<file path="src/rtl/logic_op_arbiter_if.sv">
// Request/response bundle between two requesters, the arbiter and the shared
// 32-bit logic unit. The arbiter takes the slave side; the environment takes master.
interface logic_op_arbiter_if #(
    parameter int DATA_WIDTH = 32,
    parameter int CNT_WIDTH  = 16
);
    logic                  req0;
    logic [1:0]            op0;
    logic [DATA_WIDTH-1:0] a0;
    logic [DATA_WIDTH-1:0] b0;
    logic                  ack0;

    logic                  req1;
    logic [1:0]            op1;
    logic [DATA_WIDTH-1:0] a1;
    logic [DATA_WIDTH-1:0] b1;
    logic                  ack1;

    logic [1:0]            lu_op;
    logic [DATA_WIDTH-1:0] lu_a;
    logic [DATA_WIDTH-1:0] lu_b;
    logic [DATA_WIDTH-1:0] lu_y;

    logic [DATA_WIDTH-1:0] result;
    logic                  result_owner;
    logic                  busy;
    logic [CNT_WIDTH-1:0]  op_count;

    modport slave (
        input  req0, op0, a0, b0, req1, op1, a1, b1, lu_y,
        output ack0, ack1, lu_op, lu_a, lu_b, result, result_owner, busy, op_count
    );

    modport master (
        output req0, op0, a0, b0, req1, op1, a1, b1, lu_y,
        input  ack0, ack1, lu_op, lu_a, lu_b, result, result_owner, busy, op_count
    );
endinterface

</file>
<file path="src/rtl/logic_op_arbiter.sv">
// Round-robin arbiter that time-shares one combinational logic unit between two
// requesters: grant in IDLE, evaluate in EXEC, acknowledge in DONE.
module logic_op_arbiter #(
    parameter int DATA_WIDTH = 32,
    parameter int CNT_WIDTH  = 16
) (
    input  logic              CLK,
    input  logic              RST,
    logic_op_arbiter_if.slave bus
);

    typedef enum logic [1:0] {
        IDLE = 2'd0,
        EXEC = 2'd1,
        DONE = 2'd2
    } state_t;

    state_t                state;
    state_t                state_next;
    logic                  grant;
    logic                  grant_sel;
    logic                  owner;
    logic                  last_grant;
    logic [1:0]            op_q;
    logic [DATA_WIDTH-1:0] a_q;
    logic [DATA_WIDTH-1:0] b_q;
    logic [DATA_WIDTH-1:0] result_q;
    logic                  result_owner_q;
    logic [CNT_WIDTH-1:0]  count_q;

    always_ff @(posedge CLK or posedge RST) begin
        if (RST) begin
            state <= IDLE;
        end else begin
            state <= state_next;
        end
    end

    // Under contention the requester that did not win last time goes next.
    always_comb begin
        state_next = state;
        grant      = 1'b0;
        grant_sel  = 1'b0;
        case (state)
            IDLE: begin
                if (bus.req0 || bus.req1) begin
                    grant      = 1'b1;
                    grant_sel  = (bus.req0 && bus.req1) ? ~last_grant : bus.req1;
                    state_next = EXEC;
                end
            end
            EXEC:    state_next = DONE;
            DONE:    state_next = IDLE;
            default: state_next = IDLE;
        endcase
    end

    // last_grant resets to 1 so requester 0 wins the very first tie.
    always_ff @(posedge CLK or posedge RST) begin
        if (RST) begin
            op_q           <= '0;
            a_q            <= '0;
            b_q            <= '0;
            owner          <= 1'b0;
            last_grant     <= 1'b1;
            result_q       <= '0;
            result_owner_q <= 1'b0;
            count_q        <= '0;
        end else begin
            if (grant) begin
                op_q       <= grant_sel ? bus.op1 : bus.op0;
                a_q        <= grant_sel ? bus.a1  : bus.a0;
                b_q        <= grant_sel ? bus.b1  : bus.b0;
                owner      <= grant_sel;
                last_grant <= grant_sel;
            end
            if (state == EXEC) begin
                result_q       <= bus.lu_y;
                result_owner_q <= owner;
            end
            if (state == DONE) begin
                count_q <= count_q + 1'b1;
            end
        end
    end

    assign bus.lu_op        = op_q;
    assign bus.lu_a         = a_q;
    assign bus.lu_b         = b_q;
    assign bus.result       = result_q;
    assign bus.result_owner = result_owner_q;
    assign bus.op_count     = count_q;
    assign bus.busy         = (state == EXEC) || (state == DONE);
    assign bus.ack0         = (state == DONE) && !owner;
    assign bus.ack1         = (state == DONE) && owner;

endmodule

</file>
<file path="src/flat_wrapper.sv">
// flat-port wrapper written by rule: the top's interface ports become plain ports
module logic_op_arbiter_flat 
#(
    parameter int DATA_WIDTH = 32,
    parameter int CNT_WIDTH  = 16
)
  (CLK, RST, bus_req0, bus_op0, bus_a0, bus_b0, bus_req1, bus_op1, bus_a1, bus_b1, bus_lu_y, bus_ack0, bus_ack1, bus_lu_op, bus_lu_a, bus_lu_b, bus_result, bus_result_owner, bus_busy, bus_op_count);
  logic_op_arbiter_if #(.DATA_WIDTH(DATA_WIDTH), .CNT_WIDTH(CNT_WIDTH)) bus_i ();
  input  logic CLK;
  input  logic RST;
  input wire logic [$bits(bus_i.req0)-1:0] bus_req0;
  input wire logic [$bits(bus_i.op0)-1:0] bus_op0;
  input wire logic [$bits(bus_i.a0)-1:0] bus_a0;
  input wire logic [$bits(bus_i.b0)-1:0] bus_b0;
  input wire logic [$bits(bus_i.req1)-1:0] bus_req1;
  input wire logic [$bits(bus_i.op1)-1:0] bus_op1;
  input wire logic [$bits(bus_i.a1)-1:0] bus_a1;
  input wire logic [$bits(bus_i.b1)-1:0] bus_b1;
  input wire logic [$bits(bus_i.lu_y)-1:0] bus_lu_y;
  output wire logic [$bits(bus_i.ack0)-1:0] bus_ack0;
  output wire logic [$bits(bus_i.ack1)-1:0] bus_ack1;
  output wire logic [$bits(bus_i.lu_op)-1:0] bus_lu_op;
  output wire logic [$bits(bus_i.lu_a)-1:0] bus_lu_a;
  output wire logic [$bits(bus_i.lu_b)-1:0] bus_lu_b;
  output wire logic [$bits(bus_i.result)-1:0] bus_result;
  output wire logic [$bits(bus_i.result_owner)-1:0] bus_result_owner;
  output wire logic [$bits(bus_i.busy)-1:0] bus_busy;
  output wire logic [$bits(bus_i.op_count)-1:0] bus_op_count;
  assign bus_i.req0 = bus_req0;
  assign bus_i.op0 = bus_op0;
  assign bus_i.a0 = bus_a0;
  assign bus_i.b0 = bus_b0;
  assign bus_i.req1 = bus_req1;
  assign bus_i.op1 = bus_op1;
  assign bus_i.a1 = bus_a1;
  assign bus_i.b1 = bus_b1;
  assign bus_i.lu_y = bus_lu_y;
  assign bus_ack0 = bus_i.ack0;
  assign bus_ack1 = bus_i.ack1;
  assign bus_lu_op = bus_i.lu_op;
  assign bus_lu_a = bus_i.lu_a;
  assign bus_lu_b = bus_i.lu_b;
  assign bus_result = bus_i.result;
  assign bus_result_owner = bus_i.result_owner;
  assign bus_busy = bus_i.busy;
  assign bus_op_count = bus_i.op_count;
  logic_op_arbiter #(.DATA_WIDTH(DATA_WIDTH), .CNT_WIDTH(CNT_WIDTH)) u_core (.CLK(CLK), .RST(RST), .bus(bus_i));
endmodule
</file>
<file path="config.mk">
export PLATFORM = sky130hd
export DESIGN_NAME = logic_op_arbiter_flat
export DESIGN_NICKNAME = d
export VERILOG_FILES = /design/src/rtl/logic_op_arbiter_if.sv /design/src/rtl/logic_op_arbiter.sv /design/src/flat_wrapper.sv
export SDC_FILE = /design/constraint.sdc
export NUM_CORES = 1
export LEC_CHECK = 0
export CAP_MARGIN = 15
export CORE_ASPECT_RATIO = 1.1
export CORE_UTILIZATION = 35
export CTS_CLUSTER_DIAMETER = 30
export CTS_CLUSTER_SIZE = 14
export DETAILED_ROUTE_END_ITERATION = 12
export MAX_ROUTING_LAYER = met4
export PLACE_DENSITY_LB_ADDON = 0.08
export SYNTH_ARGS = -nofsm -noshare
export SYNTH_HDL_FRONTEND = slang
export SYNTH_SLANG_ARGS = --single-unit
</file>
<file path="constraint.sdc">
create_clock -name CLK -period 3.42 [get_ports CLK]
set_input_delay 0.342 -clock CLK [delete_from_list [all_inputs] [get_ports CLK]]
set_output_delay 0.342 -clock CLK [all_outputs]
set_load 0.01 [all_outputs]
</file>
==> summary.md <==
| Metric | Value |
|---|---|
| Status | `complete, no violations` |
| Critical Path Max Stage Delay | `570 ps` |
| Design Power | `7.39 mW` |
| Die X | `115 um` |
| Most frequent cell after synthesis | `dfrtp_1` |
| CTS Buffer Depth | `2` |
| Ys async rst share | `100%` |
| CP required | `3080 ps` |
| Total CTS buffers | `17` |
| Pwr Density | `864 nW/um2` |
| MaxCap Viol Count | `0` |
| Critical path endpoint category | `output pin` |
| Synthesized area per cell | `~11 um2` |
| PnR worst setup slack | `around 1100 ps` |
| Total Wirelength | `14,700 um` |
| Total negative setup slack | `0 ps` |
| Seq/Total Area, Yosys | `60.2%` |
| CP Cell Sequence | `inv_1, ha_1, nor2b_1, clkdlybuf4s50_1` |
| Fraction of layout cells with a size suffix above 1 | `10.7%` |
| Hold Path Class | `input pin to async pin` |
| Non-Filler Instances | `924` |
| Synth top area share | `59.6%` |
| Antenna viol nets, final | `0` |
| Number of antenna violations at the first check in global routing | `0` |
| Crit-path max FO | `7` |
| Maximum clock rate | `438 MHz` |
| Startpoint class of the critical path | `flop` |
| Total Routing Usage GR | `21.2%` |
| Worst skew pair latency | `410 ps` |
| Synth Warn # | `0` |
| Ant. Diodes | `0` |
| Top post-synthesis cells by area | `dfrtp_1 60%, o22ai_1 8.3%, mux2_2 7.7%` |
| # nets final | `between 800 and 900` |
| Final cycle utilization of the critical path | `66.8%` |
| Io pins | `roughly 290` |
| Post-Place Setup Slack | `1020 ps` |
| Leak Pwr | `3.53 nW` |
| H-tree depth | `4` |
| CTS resizes | `0` |
| Total gr overflow | `0` |
| Hold Fails Final Rpt | `0` |
| Number of global-route vias before repair | `between 4,000 and 5,000` |
| Syn-to-layout area delta | `72.9%` |
| DP HPWL | `10,900 um` |
| Final Max Slew Viols | `0` |
| Vias/cell | `4.85` |
| Slowest CP cell | `clkdlybuf4s50_1` |
| Setup Skew | `7.26 ps` |
| Core Region | `13,800 um2` |
| Worst EP arrival | `1940 ps` |
| Maximum VDD drop | `422 uV` |
| Die height | `between 100 and 150 um` |
| Max-Slew Margin vs Limit | `between 50% and 60%` |
| Setup Crit Path Kind | `flop to output pin` |
| Netlist cell types | `30` |
| Drt wl/cell | `between 15 and 20 um` |
| Postcts setup bufs | `0` |
| Ys flop type | `dfrtp_1` |
| FP Rows | `45` |
| Root buf cell | `clkbuf_16` |
| Pin count of the biggest net entering global routing | `112` |
| Initial core utilization | `35.9%` |
| TritonCTS clock tree | `yes` |
| Drc violations | `0` |
| Clk slew on worst S/H paths | `60 ps` |
| Final setup violation count | `0` |
| Leading post-synthesis cells by instance count | `118 x dfrtp_1, 74 x nand2_1, 66 x o22ai_1` |
| Placed cell count | `892` |
| Least-Margin Pin Slew | `717 ps` |
| Routed vias | `4,477` |
| Syn Nets | `just over 600` |
| Die footprint | `between 10,000 and 15,000 um2` |
| RSZ-0062 raised after global routing | `no` |
| Crit path buffers/inverters | `2` |
| Final min period | `2280 ps` |
| Detailed Route Iter0 Violations | `182` |
| Clock sinks | `~120` |
| Hold_ws | `179 ps` |
| Post-synth EDFFs | `0` |
| Cell taking the most area after synthesis | `dfrtp_1` |
| CTS Hold Bufs | `0` |
| DRT Pass-1 Iters | `4` |
| #FFs+latches synth | `119` |
| First-pass GRT wire length | `22,800 um` |
| Routability cong. | `0.732` |
| Synthesized area | `roughly 5000 um2` |
| Cells after Synth | `444` |
| Input/output buffers | `285` |
| Largest delay contributor family on the critical path | `buffers and inverters` |
routing by layer:
metal / vias to the layer above / share of wire [%] / GRT usage (%) / wire, um
met3: 18 / 9.0 / 6.40 / 1320
met5: - / 0 / - / 0
met2: 204 / 51 / 36.3 / 7450
met1: 2113 / 38 / 22.6 / 5610
met4: 0 / 2.0 / 8.86 / 293
li1: 2142 / - / - / -
layout by cell type, fill, tap and decap left out, types with 5 or more instances in the layout:
cell type        instances
clkinv_2                 5
o22ai_1                 66
nand2_1                 74
dfrtp_1                118
xnor2_1                  7
ha_1                     5
xor2_1                   8
clkbuf_16               17
clkdlybuf4s50_1        285
mux2_2                  34
o21ai_0                 38
o21ai_1                 29
power by group:
part           leakage, nW  switching [mW]  internal [mW]
Sequential            1.46           0.356           2.06
Clock                0.283           0.626           1.14
Combinational         1.78            1.42           1.80
area by class of cell:
type | instances | area [um2]
Inverter | 5 | 22.5
Sequential cell | 119 | 2980
Clock inverter | 13 | 155
Multi-Input combinational cell | 288 | 1790
Clock buffer | 19 | 433
Tap cell | 188 | 235
Fill cell | 1170 | 5240
Timing Repair Buffer | 292 | 2940
final timing paths:
| path | from | endpoint | slack (ps) | cells past startpoint |
|---|---|---|---|---|
| worst max-delay path | u_core.state[0]$_DFFE_PP0P_ | bus_ack0 | 1140 | 4 |
| worst min-delay path | RST | u_core.bus.result[9]$_DFFE_PP0N_ | 180 | 2 |
| worst max register to register | u_core.state[0]$_DFFE_PP0P_ | u_core.bus.lu_op[0]$_DFFE_PP0P_ | 1240 | 7 |
| worst min register to register | u_core.bus.op_count[15]$_DFFE_PP0N_ | u_core.bus.op_count[15]$_DFFE_PP0N_ | 460 | 1 |
| max in group asynchronous | RST | u_core.last_grant$_DFFE_PP1P_ | 2570 | 3 |
| min in group CLK | u_core.bus.op_count[15]$_DFFE_PP0N_ | u_core.bus.op_count[15]$_DFFE_PP0N_ | 460 | 1 |
flip-flops by register name, indices dropped and copies added, names as in the netlist:
name and flops:
u_core.state 2, u_core.bus.result_owner 1, u_core.bus.lu_b 32, u_core.bus.result 32, u_core.bus.lu_a 32, u_core.bus.op_count 16
u_core.last_grant 1, u_core.owner 1, u_core.bus.lu_op 2
cell families after synthesis:
family / count (synthesis) / synth area share, %
compound gates: 139 / 15.9
xor+xnor: 15 / 2.65
fa+ha+maj: 5 / 1.26
buf+inv: 37 / 3.89
flops: 119 / 60.2
mux: 34 / 7.73
simple gates: 95 / 8.39
through the flow:
step	area (um2)	utilization [%]
after floorplan	4950	-
after global placement	7970	57.8
after detailed placement	7970	57.8
after CTS	8560	62.0
after global routing	8560	62.0
final	8560	62.0
(Power assumes the default switching activity.)
